[config.mk]
export PLATFORM = sky130hd
export DESIGN_NAME = if_fetch
export DESIGN_NICKNAME = d
export VERILOG_FILES = /design/src/rtl/if_fetch.sv
export SDC_FILE = /design/constraint.sdc
export NUM_CORES = 1
export LEC_CHECK = 0
export BUFFER_PORTS_ARGS = -buffer_cell sky130_fd_sc_hd__buf_2
export CAP_MARGIN = 25
export CORE_MARGIN = 4
export CORE_UTILIZATION = 45
export CTS_BUF_LIST = sky130_fd_sc_hd__clkbuf_8
export DETAILED_ROUTE_END_ITERATION = 7
export GPL_TIMING_DRIVEN = 0
export HOLD_SLACK_MARGIN = 0.08
export PLACE_DENSITY = 0.66
export SYNTH_ARGS = -nofsm -noshare
export SYNTH_HDL_FRONTEND = slang
export SYNTH_HIERARCHICAL = 1
export SYNTH_SLANG_ARGS = --single-unit
[constraint.sdc]
create_clock -name clk -period 5.84 [get_ports clk]
set_input_delay 0.584 -clock clk [delete_from_list [all_inputs] [get_ports clk]]
set_output_delay 0.584 -clock clk [all_outputs]
set_load 0.05 [all_outputs]
[src/rtl/if_fetch.sv]
// In-order storage ring with synchronous clear; head entry is read combinationally.
// Latency: a pushed entry is visible at the head one cycle after the push.
// No full/empty tracking: the owner pushes only with space and pops only when non-empty.
module if_fetch_fifo #(
  parameter int W     = 8,
  parameter int DEPTH = 2
) (
  input  logic         clk,
  input  logic         rst,
  input  logic         clr,
  input  logic         push,
  input  logic [W-1:0] wdat,
  input  logic         pop,
  output logic [W-1:0] rdat
);
  localparam int AW = $clog2(DEPTH);

  logic [W-1:0]  mem [DEPTH];
  logic [AW-1:0] wr_ptr;
  logic [AW-1:0] rd_ptr;

  always_ff @(posedge clk or negedge rst) begin
    if (!rst) begin
      wr_ptr <= '0;
      rd_ptr <= '0;
      for (int i = 0; i < DEPTH; i++) mem[i] <= '0;
    end else begin
      if (push) mem[wr_ptr] <= wdat;
      if (clr) begin
        wr_ptr <= '0;
        rd_ptr <= '0;
      end else begin
        if (push) wr_ptr <= wr_ptr + AW'(1);
        if (pop)  rd_ptr <= rd_ptr + AW'(1);
      end
    end
  end

  assign rdat = mem[rd_ptr];
endmodule

// Instruction fetch: issues PCs to imem, pairs responses with their PC, buffers them for ID.
// Latency: response in cycle N is presented to ID in cycle N+1.
// Backpressure: outstanding + buffered entries are capped at DEPTH; pc_ready_o drops when full or flushing.
module if_fetch #(
  parameter int PC_W   = 64,
  parameter int INST_W = 32,
  parameter int DEPTH  = 2
) (
  input  logic              clk,
  input  logic              rst,
  input  logic [PC_W-1:0]   pc_i,
  input  logic              pc_valid_i,
  output logic              pc_ready_o,
  input  logic              flush_i,
  output logic              imem_req_valid_o,
  input  logic              imem_req_ready_i,
  output logic [PC_W-1:0]   imem_req_addr_o,
  input  logic              imem_rsp_valid_i,
  input  logic [INST_W-1:0] imem_rsp_data_i,
  input  logic              imem_rsp_err_i,
  output logic              id_valid_o,
  input  logic              id_ready_i,
  output logic [PC_W-1:0]   id_pc_o,
  output logic [INST_W-1:0] id_inst_o,
  output logic              id_fault_o,
  output logic              proto_err_o
);
  localparam int CW = $clog2(DEPTH) + 1;
  localparam int EW = PC_W + INST_W + 1;

  typedef enum logic {RUN, FLUSH} state_t;

  state_t          state, state_nxt;
  logic [CW-1:0]   outstanding, outstanding_nxt;
  logic [CW-1:0]   drop_cnt, drop_cnt_nxt;
  logic [CW-1:0]   buf_count, buf_count_nxt;
  logic            credit;
  logic            fire;
  logic            rsp_vld;
  logic            rsp_drop;
  logic            rsp_keep;
  logic            id_pop;
  logic [PC_W-1:0] rsp_pc;
  logic [EW-1:0]   buf_head;

  assign credit = ({1'b0, outstanding} + {1'b0, buf_count}) < (CW+1)'(DEPTH);

  assign imem_req_valid_o = pc_valid_i & (state == RUN) & credit & ~flush_i;
  assign imem_req_addr_o  = pc_i;
  assign fire             = imem_req_valid_o & imem_req_ready_i;
  assign pc_ready_o       = fire;

  // A response landing in the flush cycle belongs to the old stream and is discarded.
  assign rsp_vld  = imem_rsp_valid_i & (outstanding != '0);
  assign rsp_drop = rsp_vld & ((drop_cnt != '0) | flush_i);
  assign rsp_keep = rsp_vld & ~rsp_drop;

  assign id_valid_o = (buf_count != '0) & ~flush_i;
  assign id_pop     = id_valid_o & id_ready_i;

  always_comb begin
    outstanding_nxt = outstanding + CW'(fire) - CW'(rsp_vld);
    buf_count_nxt   = buf_count + CW'(rsp_keep) - CW'(id_pop);
    drop_cnt_nxt    = drop_cnt;
    state_nxt       = state;
    if (flush_i) begin
      buf_count_nxt = '0;
      drop_cnt_nxt  = outstanding_nxt;
    end else if (rsp_drop) begin
      drop_cnt_nxt = drop_cnt - CW'(1);
    end
    case (state)
      RUN:     if (flush_i && (outstanding_nxt != '0)) state_nxt = FLUSH;
      FLUSH:   if (drop_cnt_nxt == '0) state_nxt = RUN;
      default: state_nxt = RUN;
    endcase
  end

  always_ff @(posedge clk or negedge rst) begin
    if (!rst) begin
      state       <= RUN;
      outstanding <= '0;
      drop_cnt    <= '0;
      buf_count   <= '0;
      proto_err_o <= 1'b0;
    end else begin
      state       <= state_nxt;
      outstanding <= outstanding_nxt;
      drop_cnt    <= drop_cnt_nxt;
      buf_count   <= buf_count_nxt;
      if (imem_rsp_valid_i && (outstanding == '0)) proto_err_o <= 1'b1;
    end
  end

  if_fetch_fifo #(.W(PC_W), .DEPTH(DEPTH)) u_addr_fifo (
    .clk  (clk),
    .rst  (rst),
    .clr  (flush_i),
    .push (fire),
    .wdat (pc_i),
    .pop  (rsp_keep),
    .rdat (rsp_pc)
  );

  if_fetch_fifo #(.W(EW), .DEPTH(DEPTH)) u_out_buf (
    .clk  (clk),
    .rst  (rst),
    .clr  (flush_i),
    .push (rsp_keep),
    .wdat ({rsp_pc, imem_rsp_data_i, imem_rsp_err_i}),
    .pop  (id_pop),
    .rdat (buf_head)
  );

  assign {id_pc_o, id_inst_o, id_fault_o} = buf_head;
endmodule

==> impl_metrics.py <==
metrics = {
    "detailed_routing": {
        "drt_iter0_markers": 307,
        "routed_via_density": 4.94,
        "firstDrtPassIters": 4,
        "drc_errors": 0,
        "wire_per_inst_um": 19.7,
        "antenna_left": 0,
        "vias": 8929,
        "routed_wl_um": 35600,
    },
    "synth": {
        "synth_flop_cell": "dfrtp_1",
        "yosys_register_bits": 334,
        "synth_area_per_cell_um2": 15.7,
        "synth_fp_nets": 1097,
        "yosysSeqAreaShare_pct": 53.9,
        "netlist_area_um2": 15500,
        "yosysWarnings": 6,
        "synth_cell_type_count": 33,
        "synth_edf_count": 0,
        "synth_cells": 987,
        "async_flop_share_pct": 100,
    },
    "setup_path": {
        "end_kind": "output port",
        "crit_path_top_delay_cell": "fa_1",
        "critical_path_class": "flop to output port",
        "r2r_slack_ps": 2930,
        "r2r_start": "outstanding[0]",
        "crit_required_ps": 5260,
        "worst_setup_path_start_kind": "flop",
        "reg2reg_depth": 8,
        "cp.arrival_ps": 2750,
        "r2r_end": "u_addr_fifo/mem[80]",
        "crit_path_cell_trace": "and2_1 > fa_1 > nor4_1 > and3_1 > buf_2",
        "critPathTopFamily": "simple AND/OR/NAND/NOR gates",
        "worstPathMaxFanout": 5,
        "slowest_delay_ps": 440,
        "cp_num_buf_inv": 1,
    },
    "global_route": {
        "grt_pass1_vias": 9865,
        "grt_overflow": 0,
        "antenna_found_initial": 1,
        "grt_max_degree": 121,
        "grt_first_pass_wirelength_um": 56900,
        "grt_usage_pct": 19.0,
    },
    "cts": {
        "clock_path_buffers": 3,
        "cts.sinks": 334,
        "htreeDepth": 2,
        "clkTransAtPathRegs_ps": 60,
        "root_buffer": "clkbuf_8",
        "cts_buffers": 57,
        "clk_latency_ps": 590,
        "cts_setup_buffers": 0,
        "tritoncts": "done",
    },
    "place": {
        "hpwl_um": 24100,
        "io_buffer_count": 268,
        "placed_cell_area_um2": 17500,
        "place.gp.congestion": 0.747,
    },
    "pwr": {
        "peakVddDrop_uv": 354,
        "leakagePower_uw": 0.00961,
        "p_per_area_nw_per_um2": 480,
    },
    "final_layout": {
        "final_nets": 1427,
        "fill_cells": 2809,
        "diodes": 0,
        "design_area_um2": 18700,
        "final_core_util_pct": 55.2,
        "drive_above_1_share_pct": 70.3,
        "area_growth_pct": 20.2,
    },
    "sta": {
        "timing.final.crit_share_pct": 57.0,
        "max_freq_mhz": 300,
        "worst_pin_slew_ps": 783,
        "period_needed_ps": 3330,
        "hold_ws_ps": 221,
        "rsz0062_at_grt": "no",
        "maxSlewHeadroom_pct": 47.8,
        "setup_viol": 0,
        "slew_viol_final": 0,
        "hold_viol": 0,
        "fin_skew_ps": 20.8,
    },
    "worst_hold_path": {
        "hp-class": "primary input to flop",
        "min_path_cells": 2,
        "hold_path_end": "u_out_buf/mem[11]",
        "hp-start": "imem_rsp_data_i[10]",
    },
    "floorplan": {
        "die_w_um": 194,
        "start_util_pct": 45.9,
        "rows": 67,
        "ioPinCount": 269,
        "placeableCoreArea_um2": 33800,
        "die_h_um": 194,
        "die_area_um2": 37500,
    },
    "flow_run": {
        "maxCapViolations": 0,
    },
    "outcome": {
        "outcome": "complete, no violations",
    },
}
## worst max-delay path by stage
stage / start / endpoint / slack, ps / cells after the start
final: outstanding[0] / pc_ready_o / 2510 / 5
after global placement: rst / u_out_buf/mem[115] / -2360 / 1
after floorplan: outstanding[0] / u_addr_fifo/mem[100] / 3010 / 8
after CTS: outstanding[0] / pc_ready_o / 2490 / 5
after global routing: outstanding[0] / pc_ready_o / 2330 / 5
after detailed placement: buf_count[0] / u_addr_fifo/mem[79] / 2970 / 8
## metal layers
metal  vias up  track usage [%]  wire length, um
li1       4101                -                -
met3        35             4.52             2080
met5         -                0               13
met2       213             30.9            16900
met1      4578             26.1            16200
met4         2             4.17              446
## Yosys cell counts (2+ instances only)
master / instances / area (um^2)
dfrtp_1: 334 / 8360
buf_4: 72 / 541
inv_1: 8 / 30.0
buf_2: 23 / 115
buf_6: 9 / 101
nor2_1: 8 / 30.0
mux2_4: 94 / 1410
nand2_1: 2 / 7.51
and2_1: 3 / 18.8
ha_1: 5 / 62.6
nor2b_1: 2 / 12.5
clkbuf_8: 3 / 41.3
mux2_2: 389 / 4380
xnor2_1: 8 / 70.1
buf_12: 9 / 180
## stage by stage
stage	TNS (ps)	setup WS (ps)	instances	power, uW
final	0	2510	1808	8950
after global routing	0	2330	1808	9450
after CTS	0	2490	1808	9070
after detailed placement	0	2970	1705	6920
after global placement	-780280	-2360	1703	6850
after floorplan	0	3010	987	6130
## flip-flops by register name (all words and copies together) (netlist names)
register,cells
u_addr_fifo/wr_ptr,1
drop_cnt,2
u_out_buf/mem,194
u_out_buf/wr_ptr,1
u_addr_fifo/rd_ptr,1
outstanding,2
u_out_buf/rd_ptr,1
u_addr_fifo/mem,128
state,1
buf_count,2
proto_err_o,1
## repair_timing
item	4_1_cts	5_1_grt
hold endpoints to repair	100	0
gates resized for setup	0	0
endpoints found under the setup margin	0	0
hold buffers	1	0
## cell type report
class	count	area, um^2	share of cell area (%)
Multi-Input combinational cell	529	6150	33.0
Clock buffer	77	1060	5.68
Clock inverter	25	104	0.557
Tap cell	448	561	3.00
Sequential cell	334	8360	44.8
Inverter	8	30.0	0.161
Timing Repair Buffer	271	1420	7.59
Buffer	116	978	5.24
## where the power goes
part	internal [uW]	switching (uW)
Clock	1160	924
Sequential	3010	345
Combinational	1510	2000
Total	5680	3270
## cell usage in the layout (no fill, tap or decap), types with 2 or more instances in the layout
cell,netlist,layout
ha_1,5,5
mux2_2,389,389
buf_2,23,290
mux2_4,94,94
clkbuf_8,3,80
and2_1,3,3
buf_12,9,9
nand2_1,2,2
dfrtp_1,334,334
xnor2_1,8,8
nor2b_1,2,2
nor2_1,8,8
buf_4,72,72
buf_6,9,9
inv_1,8,27
clkinv_2,0,5
buf_16,0,2
## cell families (layout without fill, tap and decap cells)
| group | Yosys count | count (layout) | share of synthesized area, % |
|---|---|---|---|
| xor gates and xnor gates | 9 | 9 | 0.508 |
| AOI/OAI and AO/OA | 6 | 6 | 0.274 |
| buffers and inverters | 124 | 497 | 6.50 |
| muxes | 485 | 485 | 37.5 |
| adders and majority gates | 6 | 6 | 0.532 |
| DFF | 334 | 334 | 53.9 |
| and+or+nand+nor | 23 | 23 | 0.871 |
Power figures use the tool's default switching activity.
